===== src/rtl/riscv_v_permutation_unit_if.sv =====
// Request/response bundle between the vector issue queue, the permutation
// unit and writeback.
//
// Handshake: a request transfers on a rising edge where in_valid && in_ready;
// a result transfers on a rising edge where out_valid && out_ready. A source
// holding valid keeps its payload stable until the transfer edge, and the
// unit holds every out_* signal stable while out_valid is high.
interface riscv_v_permutation_unit_if #(
    parameter int DATA_WIDTH = 128,
    parameter int INT_WIDTH  = 32
);
    localparam int NUM_BYTES = DATA_WIDTH / 8;

    logic                  in_valid;
    logic                  in_ready;
    logic [1:0]            op;
    logic [4:0]            osize;
    logic [DATA_WIDTH-1:0] src_data;
    logic [NUM_BYTES-1:0]  src_mask;
    logic [DATA_WIDTH-1:0] old_data;
    logic [NUM_BYTES-1:0]  old_mask;
    logic [INT_WIDTH-1:0]  int_src;
    logic                  out_valid;
    logic                  out_ready;
    logic [DATA_WIDTH-1:0] out_vdata;
    logic [NUM_BYTES-1:0]  out_vmask;
    logic [INT_WIDTH-1:0]  out_idata;
    logic                  out_err;

    // Issue/writeback side
    modport master (
        output in_valid, op, osize, src_data, src_mask, old_data, old_mask, int_src, out_ready,
        input  in_ready, out_valid, out_vdata, out_vmask, out_idata, out_err
    );

    // Permutation unit side
    modport slave (
        input  in_valid, op, osize, src_data, src_mask, old_data, old_mask, int_src, out_ready,
        output in_ready, out_valid, out_vdata, out_vmask, out_idata, out_err
    );
endinterface


===== src/rtl/riscv_v_permutation_unit.sv =====
// Multi-cycle vector permutation unit: vmv.x.s, vmv.s.x, vslideup, vslidedown.
// Slides move the whole register one element per cycle; the element-0
// moves and zero-offset slides finish in the accept cycle.
module riscv_v_permutation_unit #(
    parameter int DATA_WIDTH = 128,
    parameter int INT_WIDTH  = 32
) (
    input  logic                        clk,
    input  logic                        rst_n,
    input  logic                        flush,
    riscv_v_permutation_unit_if.slave   bus,
    output logic [1:0]                  dbg_state_o
);
    localparam int NUM_BYTES = DATA_WIDTH / 8;
    localparam int CNT_W     = $clog2(NUM_BYTES) + 1;

    localparam logic [1:0] OP_V2I     = 2'd0;
    localparam logic [1:0] OP_I2V     = 2'd1;
    localparam logic [1:0] OP_SLIDEUP = 2'd2;

    typedef enum logic [1:0] {
        S_IDLE = 2'd0,
        S_BUSY = 2'd1,
        S_DONE = 2'd2
    } state_t;

    state_t                state_q;
    logic [CNT_W-1:0]      cnt_q;
    logic                  slide_up_q;
    logic [2:0]            eidx_q;
    logic [DATA_WIDTH-1:0] acc_data_q;
    logic [NUM_BYTES-1:0]  acc_mask_q;
    logic [NUM_BYTES-1:0]  sel_q;
    logic [DATA_WIDTH-1:0] old_data_q;
    logic [NUM_BYTES-1:0]  old_mask_q;
    logic [DATA_WIDTH-1:0] out_vdata_q;
    logic [NUM_BYTES-1:0]  out_vmask_q;
    logic [INT_WIDTH-1:0]  out_idata_q;
    logic                  out_err_q;

    logic                  legal_d;
    logic [2:0]            eidx_d;
    logic [CNT_W-1:0]      n_d;
    logic [CNT_W-1:0]      k_sat_d;
    logic [CNT_W-1:0]      cnt_d;
    int                    ebits_d;
    int                    ebytes_d;
    logic                  v2i_sign_d;
    logic [DATA_WIDTH-1:0] int_ext_d;
    logic [DATA_WIDTH-1:0] imm_vdata_d;
    logic [NUM_BYTES-1:0]  imm_vmask_d;
    logic [INT_WIDTH-1:0]  imm_idata_d;
    logic [DATA_WIDTH-1:0] acc_data_d;
    logic [NUM_BYTES-1:0]  acc_mask_d;
    logic [NUM_BYTES-1:0]  sel_d;
    logic [DATA_WIDTH-1:0] fin_data_d;
    logic [NUM_BYTES-1:0]  fin_mask_d;

    // Decode the incoming request: element size, legality and slide count min(k, N)
    always_comb begin
        legal_d = (bus.osize != 5'd0) && ((bus.osize & (bus.osize - 5'd1)) == 5'd0);
        eidx_d  = 3'd0;
        for (int i = 0; i < 5; i++) begin
            if (bus.osize[i]) eidx_d = 3'(i);
        end
        ebits_d  = 8 << eidx_d;
        ebytes_d = 1 << eidx_d;
        n_d      = CNT_W'(NUM_BYTES >> eidx_d);
        if (bus.int_src >= INT_WIDTH'(n_d)) k_sat_d = n_d;
        else                                k_sat_d = bus.int_src[CNT_W-1:0];
        cnt_d = (legal_d && bus.op[1]) ? k_sat_d : '0;
    end

    // Results that complete in the accept cycle (element-0 moves, k=0 slides, illegal size)
    always_comb begin
        imm_vdata_d = '0;
        imm_vmask_d = '0;
        imm_idata_d = '0;
        int_ext_d   = {{(DATA_WIDTH - INT_WIDTH){bus.int_src[INT_WIDTH-1]}}, bus.int_src};
        case (eidx_d)
            3'd0:    v2i_sign_d = bus.src_data[7];
            3'd1:    v2i_sign_d = bus.src_data[15];
            3'd2:    v2i_sign_d = bus.src_data[31];
            3'd3:    v2i_sign_d = bus.src_data[63];
            default: v2i_sign_d = bus.src_data[127];
        endcase
        if (legal_d) begin
            case (bus.op)
                OP_V2I: begin
                    imm_vdata_d = bus.old_data;
                    imm_vmask_d = bus.old_mask;
                    for (int b = 0; b < INT_WIDTH; b++) begin
                        imm_idata_d[b] = (b < ebits_d) ? bus.src_data[b] : v2i_sign_d;
                    end
                end
                OP_I2V: begin
                    for (int b = 0; b < DATA_WIDTH; b++) begin
                        imm_vdata_d[b] = (b < ebits_d) ? int_ext_d[b] : bus.old_data[b];
                    end
                    for (int j = 0; j < NUM_BYTES; j++) begin
                        imm_vmask_d[j] = (j < ebytes_d) ? 1'b1 : bus.old_mask[j];
                    end
                end
                default: begin
                    imm_vdata_d = bus.src_data;
                    imm_vmask_d = bus.src_mask;
                end
            endcase
        end
    end

    // One-element shift step; sel tracks which bytes still hold shifted source data
    always_comb begin
        if (slide_up_q) begin
            acc_data_d = acc_data_q << (8 << eidx_q);
            acc_mask_d = acc_mask_q << (1 << eidx_q);
            sel_d      = sel_q << (1 << eidx_q);
        end else begin
            acc_data_d = acc_data_q >> (8 << eidx_q);
            acc_mask_d = acc_mask_q >> (1 << eidx_q);
            sel_d      = sel_q;
        end
        for (int j = 0; j < NUM_BYTES; j++) begin
            fin_data_d[8*j +: 8] = sel_d[j] ? acc_data_d[8*j +: 8] : old_data_q[8*j +: 8];
            fin_mask_d[j]        = sel_d[j] ? acc_mask_d[j] : old_mask_q[j];
        end
    end

    // Control FSM with registered result outputs
    always_ff @(posedge clk or negedge rst_n) begin
        if (!rst_n) begin
            state_q     <= S_IDLE;
            cnt_q       <= '0;
            slide_up_q  <= 1'b0;
            eidx_q      <= 3'd0;
            acc_data_q  <= '0;
            acc_mask_q  <= '0;
            sel_q       <= '0;
            old_data_q  <= '0;
            old_mask_q  <= '0;
            out_vdata_q <= '0;
            out_vmask_q <= '0;
            out_idata_q <= '0;
            out_err_q   <= 1'b0;
        end else if (flush) begin
            state_q     <= S_IDLE;
            cnt_q       <= '0;
            out_vdata_q <= '0;
            out_vmask_q <= '0;
            out_idata_q <= '0;
            out_err_q   <= 1'b0;
        end else begin
            case (state_q)
                S_IDLE: begin
                    if (bus.in_valid) begin
                        slide_up_q <= (bus.op == OP_SLIDEUP);
                        eidx_q     <= eidx_d;
                        cnt_q      <= cnt_d;
                        acc_data_q <= bus.src_data;
                        acc_mask_q <= bus.src_mask;
                        sel_q      <= '1;
                        old_data_q <= bus.old_data;
                        old_mask_q <= bus.old_mask;
                        if (cnt_d != '0) begin
                            state_q <= S_BUSY;
                        end else begin
                            state_q     <= S_DONE;
                            out_vdata_q <= imm_vdata_d;
                            out_vmask_q <= imm_vmask_d;
                            out_idata_q <= imm_idata_d;
                            out_err_q   <= !legal_d;
                        end
                    end
                end
                S_BUSY: begin
                    acc_data_q <= acc_data_d;
                    acc_mask_q <= acc_mask_d;
                    sel_q      <= sel_d;
                    cnt_q      <= cnt_q - CNT_W'(1);
                    if (cnt_q == CNT_W'(1)) begin
                        state_q     <= S_DONE;
                        out_vdata_q <= fin_data_d;
                        out_vmask_q <= fin_mask_d;
                        out_idata_q <= '0;
                        out_err_q   <= 1'b0;
                    end
                end
                S_DONE: begin
                    if (bus.out_ready) begin
                        state_q     <= S_IDLE;
                        out_vdata_q <= '0;
                        out_vmask_q <= '0;
                        out_idata_q <= '0;
                        out_err_q   <= 1'b0;
                    end
                end
                default: state_q <= S_IDLE;
            endcase
        end
    end

    assign bus.in_ready  = (state_q == S_IDLE) && !flush;
    assign bus.out_valid = (state_q == S_DONE);
    assign bus.out_vdata = out_vdata_q;
    assign bus.out_vmask = out_vmask_q;
    assign bus.out_idata = out_idata_q;
    assign bus.out_err   = out_err_q;
    assign dbg_state_o   = state_q;
endmodule


===== src/flat_wrapper.sv =====
// flat-port wrapper written by rule: the top's interface ports become plain ports
module riscv_v_permutation_unit_flat 
#(
    parameter int DATA_WIDTH = 128,
    parameter int INT_WIDTH  = 32
)
  (clk, rst_n, flush, dbg_state_o, bus_in_valid, bus_op, bus_osize, bus_src_data, bus_src_mask, bus_old_data, bus_old_mask, bus_int_src, bus_out_ready, bus_in_ready, bus_out_valid, bus_out_vdata, bus_out_vmask, bus_out_idata, bus_out_err);
  riscv_v_permutation_unit_if #(.DATA_WIDTH(DATA_WIDTH), .INT_WIDTH(INT_WIDTH)) bus_i ();
  input  logic clk;
  input  logic rst_n;
  input  logic flush;
  output logic [1:0] dbg_state_o;
  input wire logic [$bits(bus_i.in_valid)-1:0] bus_in_valid;
  input wire logic [$bits(bus_i.op)-1:0] bus_op;
  input wire logic [$bits(bus_i.osize)-1:0] bus_osize;
  input wire logic [$bits(bus_i.src_data)-1:0] bus_src_data;
  input wire logic [$bits(bus_i.src_mask)-1:0] bus_src_mask;
  input wire logic [$bits(bus_i.old_data)-1:0] bus_old_data;
  input wire logic [$bits(bus_i.old_mask)-1:0] bus_old_mask;
  input wire logic [$bits(bus_i.int_src)-1:0] bus_int_src;
  input wire logic [$bits(bus_i.out_ready)-1:0] bus_out_ready;
  output wire logic [$bits(bus_i.in_ready)-1:0] bus_in_ready;
  output wire logic [$bits(bus_i.out_valid)-1:0] bus_out_valid;
  output wire logic [$bits(bus_i.out_vdata)-1:0] bus_out_vdata;
  output wire logic [$bits(bus_i.out_vmask)-1:0] bus_out_vmask;
  output wire logic [$bits(bus_i.out_idata)-1:0] bus_out_idata;
  output wire logic [$bits(bus_i.out_err)-1:0] bus_out_err;
  assign bus_i.in_valid = bus_in_valid;
  assign bus_i.op = bus_op;
  assign bus_i.osize = bus_osize;
  assign bus_i.src_data = bus_src_data;
  assign bus_i.src_mask = bus_src_mask;
  assign bus_i.old_data = bus_old_data;
  assign bus_i.old_mask = bus_old_mask;
  assign bus_i.int_src = bus_int_src;
  assign bus_i.out_ready = bus_out_ready;
  assign bus_in_ready = bus_i.in_ready;
  assign bus_out_valid = bus_i.out_valid;
  assign bus_out_vdata = bus_i.out_vdata;
  assign bus_out_vmask = bus_i.out_vmask;
  assign bus_out_idata = bus_i.out_idata;
  assign bus_out_err = bus_i.out_err;
  riscv_v_permutation_unit #(.DATA_WIDTH(DATA_WIDTH), .INT_WIDTH(INT_WIDTH)) u_core (.clk(clk), .rst_n(rst_n), .flush(flush), .bus(bus_i), .dbg_state_o(dbg_state_o));
endmodule

===== config.mk =====
export PLATFORM = sky130hd
export DESIGN_NAME = riscv_v_permutation_unit_flat
export DESIGN_NICKNAME = d
export VERILOG_FILES = /design/src/rtl/riscv_v_permutation_unit_if.sv /design/src/rtl/riscv_v_permutation_unit.sv /design/src/flat_wrapper.sv
export SDC_FILE = /design/constraint.sdc
export NUM_CORES = 2
export LEC_CHECK = 0
export ABC_AREA = 1
export CAP_MARGIN = 20
export CORE_MARGIN = 3
export CORE_UTILIZATION = 40
export DETAILED_ROUTE_END_ITERATION = 10
export PLACE_DENSITY = 0.69
export SLEW_MARGIN = 0
export SYNTH_ARGS = -nofsm -noshare
export SYNTH_HDL_FRONTEND = slang
export SYNTH_SLANG_ARGS = --single-unit

===== constraint.sdc =====
create_clock -name clk -period 2.8 [get_ports clk]
set_clock_uncertainty 0.15 [all_clocks]
set_input_delay 0.56 -clock clk [delete_from_list [all_inputs] [get_ports clk]]
set_output_delay 0.56 -clock clk [all_outputs]
set_load 0.005 [all_outputs]

==> results.json <==
{
  "port_buffers": 512,
  "routedWlPerCell_um": 30.90,
  "cts_buffers": 59,
  "whs_ps": 222.8,
  "first_global_vias": 53418,
  "slowest_delay_ps": 490,
  "fp.dieH_um": 320.9,
  "path_clk_slew_ps": 70,
  "synth_top_area_share_pct": 31.03,
  "crit_fanout": 22,
  "synthTopCellsByArea": "dfrtp_1 (31%), nand2_1 (20%), nand3_1 (11%)",
  "io_pins": 513,
  "num-fill-cells": 8793,
  "fin_crit_sh_pct": 108.5,
  "finalSetupViolCount": 202,
  "crit_end": "u_core.acc_data_q[70]",
  "rsz0062_at_grt": "true",
  "coreArea_um2": 97560,
  "timing.rr.start": "u_core.eidx_q[1]",
  "p_leak_uw": 0.02972,
  "grt_pass1_wl_mm": 384.4,
  "fin_nets": 8053,
  "yosys-top-cells-count": "nand2_1 (2,149), nand3_1 (899), o21ai_0 (570), dfrtp_1 (492), a21oi_1 (449)",
  "crit_family": "simple AND/OR/NAND/NOR gates",
  "synth_edf_count": 0,
  "worst_slew_pin_slew_ps": 916.7,
  "power_uw": 84820,
  "die_area_um2": 103000,
  "insertion_delay_ps": 740,
  "cts_tree": "built",
  "final_hold_viol_count": 0,
  "routed_wl_mm": 279.5,
  "netlist_instances": 6445,
  "syn_to_final_growth_pct": 57.25,
  "place_congestion": 1.088,
  "critical_path.endpoint_type": "register",
  "drv_slew": 0,
  "setup_ws_ps": -237.4,
  "clockBufferDepth": 3,
  "seq_area_um2": 12320,
  "max_slew_margin_pct": 38.89,
  "async_flop_share_pct": 100.0,
  "cp-start-kind": "register",
  "root_buffer": "clkbuf_16",
  "layout-drive-gt1-share_pct": 27.36,
  "worstPathArrival_ps": 3540,
  "synth.distinct_cells": 51,
  "htree_levels": 2,
  "multi_input_area_um2": 27200,
  "yosysWarnings": 0,
  "crit_buf_inv": 2,
  "fmax_ghz": 0.3292,
  "cp-startpoint": "u_core.eidx_q[1]",
  "first_pass_iters": 8,
  "worst-path-stages": 11,
  "syn_area_per_cell_um2": 6.156,
  "row_count": 114,
  "fin_crit_ps": 3037,
  "track_usage_pct": 51.09,
  "timing.rr.end": "u_core.acc_data_q[70]",
  "yosysSeqAreaShare_pct": 31.03,
  "crit_path_top_delay_cell": "dfrtp_2",
  "ant_nets": 0,
  "worstPathCellList": "nor2_8, nand2_4, buf_8, bufbuf_16, a21oi_4, nand3_2, nand3_2, nand4_1, nand3_1, o211ai_1, o21ai_1",
  "yosys.cell_count.top_type": "nand2_1",
  "maxCapViolCount": 0,
  "rrSetupSlack_ps": -240,
  "dp_hpwl_mm": 206.5,
  "ys_ff_latch": 492,
  "worst-setup-path-type": "register to register",
  "dr_total_vias": 57638,
  "worst_r2r_path_depth": 11,
  "violations": "setup timing",
  "ys.flop_type": "dfrtp_1",
  "cp.required_ps": 3300,
  "fp.dieW_um": 320.9,
  "min_path_type": "primary input to async pin",
  "crit_top_cell": "nand3_2",
  "power_density_nw_per_um2": 1360,
  "viasPerCell": 6.372,
  "start_util_pct": 40.67,
  "clock-sinks": 492,
  "grt_max_degree": 115,
  "syn_nets": 6787,
  "status": "finished, violations left",
  "syn_area_um2": 39680,
  "antenna_found_initial": 11,
  "overflow": 0,
  "yosysTopAreaCell": "dfrtp_1",
  "peakVddDrop_uv": 792.4,
  "route.detailed.drc": 0,
  "drtIter0Drc": 9503
}
-- power breakdown --
| part | switching (µW) | total, µW | internal (µW) |
|---|---|---|---|
| Clock | 3640 | 8380 | 4740 |
| Combinational | 41000 | 65100 | 24100 |
| Sequential | 1680 | 11400 | 9690 |
| Total | 46300 | 84800 | 38500 |
-- how the worst min path moves through the flow --
| stage | cells past startpoint | to | startpoint |
|---|---|---|---|
| after global routing | 2 | u_core.acc_data_q[81] | rst_n |
| final | 2 | u_core.acc_data_q[70] | rst_n |
| after global placement | 2 | u_core.old_data_q[111] | u_core.old_data_q[111] |
| after detailed placement | 2 | u_core.old_data_q[107] | u_core.old_data_q[107] |
| after floorplan | 0 | u_core.acc_data_q[0] | rst_n |
| after CTS | 2 | u_core.acc_data_q[70] | rst_n |
-- through the flow --
stage | cell area, µm² | setup TNS, ps | worst slack, ps | cells | util, %
6_report | 62390 | -18300 | -237.4 | 9046 | 63.95
5_1_grt | 62370 | -30470 | -248.6 | 9037 | 63.92
4_1_cts | 59300 | -896.2 | -72.01 | 8949 | 60.78
3_5_place_dp | 53840 | -170090 | -912.8 | 8765 | 55.18
3_3_place_gp | 53840 | -154270 | -799.4 | 8765 | 55.18
2_1_floorplan | 39940 | -24510 | -167.2 | 6445 | -
-- logic make-up (layout without fill, tap and decap cells) --
logic type | Yosys count | count (layout) | synth area share [%]
and+or+nand+nor | 3598 | 3599 | 39.20
AOI/OAI and AO/OA | 1396 | 1396 | 19.46
buffers and inverters | 945 | 2259 | 9.908
DFF | 492 | 492 | 31.03
adders and majority gates | 10 | 10 | 0.3154
xor gates and xnor gates | 3 | 3 | 0.06624
muxes | 1 | 1 | 0.02523
other | 0 | 10 | 0
-- what timing repair did --
item / in CTS / in global routing
hold endpoints to repair: 31 / 0
hold buffers: 1 / 0
pin swaps: 100 / 155
gates resized for setup: 601 / 518
cloned: 21 / 18
setup endpoints to repair: 281 / 271
buffers inserted: 53 / 74
-- layout make-up --
cell class,count,area share (%)
well taps,1276,2.559
clock inverters,35,0.6618
repair buffers,1729,28.19
inverters,420,2.625
multi-input cells,5009,43.59
diodes,10,0.04011
flip-flops and latches,492,19.74
clock buffers,75,2.591
-- per-layer routing --
layer | GRT usage [%] | wire (µm) | vias up
met5 | 0.1389 | 76 | -
met4 | 40.98 | 29770 | 10
met3 | 15.81 | 38490 | 1283
met2 | 72.34 | 110900 | 4958
met1 | 64.04 | 100200 | 27049
li1 | - | - | 24338
-- registers in the layout, summed over array words and instances (netlist names) --
register and count:
u_core.bus.out_idata 32, u_core.bus.out_vmask 16, u_core.bus.out_vdata 128, u_core.dbg_state_o 2, u_core.bus.out_err 1, u_core.slide_up_q 1, u_core.sel_q 16, u_core.old_data_q 128
u_core.acc_mask_q 16, u_core.cnt_q 5, u_core.eidx_q 3, u_core.acc_data_q 128, u_core.old_mask_q 16
-- layout by cell type (no fill, tap or decap), types with 8 or more instances in the layout --
master           synthesis  routed
o21ai_2                  4      26
a22oi_1                  8       8
clkbuf_1               277       8
nor2_4                   4      21
diode_2                  0      10
inv_1                  397     385
a211oi_1                12      12
nor2_2                  10       9
clkbuf_16                0      75
dfrtp_1                492     489
bufbuf_16                0      10
o21ai_1                 89     136
nor2_1                 232     216
o211ai_1                62      62
clkinv_2                 1      19
a21oi_1                449     353
inv_2                   18      22
buf_12                   0     153
a21oi_4                  0      29
nand3_1                899     625
buf_16                   0      22
buf_6                   16      86
o22ai_1                 81      81
nand2_4                  2      55
nand3_4                  0      57
buf_8                    0      18
nand2_1               2149    1874
buf_4                   20     912
nand3b_1                52      52
nand4_1                207     207
a221oi_1                64      64
clkdlybuf4s50_1          0     505
a21oi_2                 13      80
o21ai_0                570     494
clkbuf_8                 0       8
nand3_2                  5     222
nand2_2                 21     240
Note: power is estimated with default switching activity, not from simulation.
==> RTL change, RTL diff (same settings) <==
`INT_WIDTH` is set to 32 in 3 places; all go to 64.
--- a/src/rtl/riscv_v_permutation_unit_if.sv
+++ b/src/rtl/riscv_v_permutation_unit_if.sv
@@ -9,3 +9,3 @@
     parameter int DATA_WIDTH = 128,
-    parameter int INT_WIDTH  = 32
+    parameter int INT_WIDTH  = 64
 );
--- a/src/rtl/riscv_v_permutation_unit.sv
+++ b/src/rtl/riscv_v_permutation_unit.sv
@@ -5,3 +5,3 @@
     parameter int DATA_WIDTH = 128,
-    parameter int INT_WIDTH  = 32
+    parameter int INT_WIDTH  = 64
 ) (
--- a/src/flat_wrapper.sv
+++ b/src/flat_wrapper.sv
@@ -4,3 +4,3 @@
     parameter int DATA_WIDTH = 128,
-    parameter int INT_WIDTH  = 32
+    parameter int INT_WIDTH  = 64
 )
Ports: changed (resized bus_int_src and bus_out_idata); port bits go from 513 to 577. No check against the original RTL was run, so the function may have changed too.
==> RTL change against the original RTL <==
The run still ends with setup timing left; count of clock-buffer cells in the layout grew 14; critical endpoint is now u_core.bus.out_vdata[116]; final area is 9.7% higher; sequential power rose by 4%; setup slack better by 18 ps; area after synthesis up 2.2%; total power increased by 8.3%; sequential cell count is 32 higher; wire length up 3.6%; largest cell class unchanged; non-clock buffer count increased by 225; core utilization up 4.3 points.
==> RTL change: results (changes against the original RTL) <==
| Metric | Value |
|---|---|
| Leakage | `0.0322 µW (was 0.0297 µW)` |
| Largest cells by area after synthesis | `dfrtp_1 32%, nand2_1 20%, nand3_1 11%, o21ai_0 7.0%, a21oi_1 5.4% (was dfrtp_1 31%, nand2_1 20%, nand3_1 11%, o21ai_0 7.2%, a21oi_1 5.7%)` |
| Critical path data arrival time | `3440 ps (was 3540 ps)` |
| Final HPWL DP | `211000 µm (was 207000 µm)` |
| Gr usage total | `51.2% (was 51.1%)` |
| Clock slew at reported path FFs | `60 ps` |
| Register area share after synthesis | `32.3% (was 31.0%)` |
| Gate Count Post-Synth | `6522 (was 6445)` |
| Final non-filler cell total | `9442 (was 9046)` |
| Largest net degree at the start of global routing | `101 (was 115)` |
| CP Max Fanout | `6 (was 22)` |
| Reg2reg path depth | `18 (was 11)` |
| CTS H-Tree Depth | `3 (was 2)` |
| Gpl congestion | `1.11 (was 1.09)` |
| Fill cell count | `8375 (was 8793)` |
| Share of the synthesized area in the top cell type | `32.3% (was 31.0%)` |
| Clk Latency, worst-skew pair | `670 ps (was 740 ps)` |
| Status | `complete, but fails checks (unchanged)` |
| Via Count | `60.7k (was 57.6k)` |
| Maximum vdd drop | `765 µV (was 792 µV)` |
| Synth Warn # | `0 (unchanged)` |
| Vias in the first global route | `56.4k (was 53.4k)` |
| Async SR Flop Fraction | `100% (unchanged)` |
| R2R Path Start | `u_core.eidx_q[2] (was u_core.eidx_q[1])` |
| Count of TritonRoute iterations in the first routing pass | `9 (was 8)` |
| Wirelength per Cell | `30.7 µm (was 30.9 µm)` |
| Syn_nets | `6896 (was 6787)` |
| Worst relative slew slack | `35.9% (was 38.9%)` |
| Crit Reg-Reg Endpoint | `u_core.bus.out_vdata[116] (was u_core.acc_data_q[70])` |
| Initial antenna violation count | `20 (was 11)` |
| Buffers on Ports | `576 (was 512)` |
| Yosys cell types | `45 (was 51)` |
| Failing checks | `setup timing (unchanged)` |
| Final worst-path setup slack | `-220 ps (was -237 ps)` |
| Post-place setup slack | `-958 ps (was -913 ps)` |
| Layout net count | `8392 (was 8053)` |
| Hold slack final | `270 ps (was 223 ps)` |
| Placed Cells incl. Taps | `9098 (was 8765)` |
| Tightest Hold Check Type | `input pin to async pin (unchanged)` |
| Final Setup Violations | `157 (was 202)` |
| Final setup TNS | `-12870 ps (was -18300 ps)` |
| Post-synth top cells | `2181 x nand2_1, 921 x nand3_1, 567 x o21ai_0, 524 x dfrtp_1, 440 x a21oi_1 (was 2149 x nand2_1, 899 x nand3_1, 570 x o21ai_0, 492 x dfrtp_1, 449 x a21oi_1)` |
| First DRT Iteration DRCs | `9609 (was 9503)` |
| Global-route wire length before repair | `397000 µm (was 384000 µm)` |
| Layout cells sized above 1 | `32.8% (was 27.4%)` |
| CTS Buf Count | `66 (was 59)` |
-- RTL change: changes by cell type after synthesis, moves of 18 or more --
cell and delta:
clkbuf_1 +53, nor2_1 -51, buf_1 +48, nand3b_1 -48
buf_2 -95, o21ai_1 +42, nand3_1 +22, a211oi_1 +18
nand2_1 +32, dfrtp_1 +32, inv_1 +21, o221ai_1 +33
-- RTL change: worst max-delay path by stage --
stage / slack (ps) / endpoint / start
6_report: -220 / u_core.bus.out_vdata[116] / u_core.eidx_q[2]
3_5_place_dp: -960 / u_core.bus.out_vdata[111] / bus_osize[2]
4_1_cts: -140 / u_core.bus.out_vdata[80] / u_core.eidx_q[1]
2_1_floorplan: -370 / u_core.bus.out_vdata[100] / bus_osize[2]
5_1_grt: -250 / u_core.bus.out_vdata[96] / u_core.eidx_q[2]
3_3_place_gp: -860 / u_core.bus.out_vdata[100] / bus_osize[2]
-- RTL change: final cells by class --
| type | count | area share (%) |
|---|---|---|
| Multi-Input combinational cell | 5032 | 43.4 |
| Timing Repair Buffer | 1954 | 29.2 |
| Clock buffer | 89 | 2.70 |
| Antenna cell | 24 | 0.0878 |
| Sequential cell | 524 | 19.2 |
| Tap cell | 1357 | 2.48 |
| Inverter | 440 | 2.53 |
| Clock inverter | 22 | 0.408 |
-- RTL change: worst max-delay path, delay by kind of cell (launching register included) --
kind | cells | cell delay, ps
compound gates | 2 | 300
flops | 1 | 480
buf+inv | 5 | 780
simple gates | 11 | 1180
-- RTL change: timing repair --
item,CTS,global route
setup endpoints to repair,295,287
gates resized for setup,767,1102
pin swaps,126,433
hold buffers,1,0
cloned,32,21
hold endpoints to repair,27,0
setup buffers,71,110
-- RTL change: logic make-up after synthesis --
group | after synthesis | share of synthesized area [%]
AOI/OAI and AO/OA | 1494 | 20.7
buffers and inverters | 970 | 9.60
xor gates and xnor gates | 2 | 0.0432
DFF | 524 | 32.3
adders and majority gates | 10 | 0.309
muxes | 1 | 0.0247
and+or+nand+nor | 3521 | 37.0
-- RTL change: per-stage QoR --
step | instance area [µm²] | util (%) | total power, µW
detailed placement | 56500 | 56.3 | 63500
global placement | 56500 | 56.3 | 63500
CTS | 63000 | 62.8 | 79600
finish | 68400 | 68.2 | 91900
floorplan | 40700 | - | 33400
global route | 68400 | 68.2 | 94100
-- RTL change: per-layer routing --
| metal | GRT usage (%) | share of wire (%) |
|---|---|---|
| met1 | 62.8 | 35 |
| met2 | 74.5 | 41 |
| met3 | 18.9 | 15 |
| met4 | 35.4 | 9.2 |
| met5 | 0.317 | 0.056 |
-- RTL change: report_power, final --
| group | switching [µW] | internal, µW |
|---|---|---|
| Clock | 3840 | 5030 |
| Sequential | 1590 | 10200 |
| Combinational | 43000 | 28200 |
| Total | 48400 | 43500 |
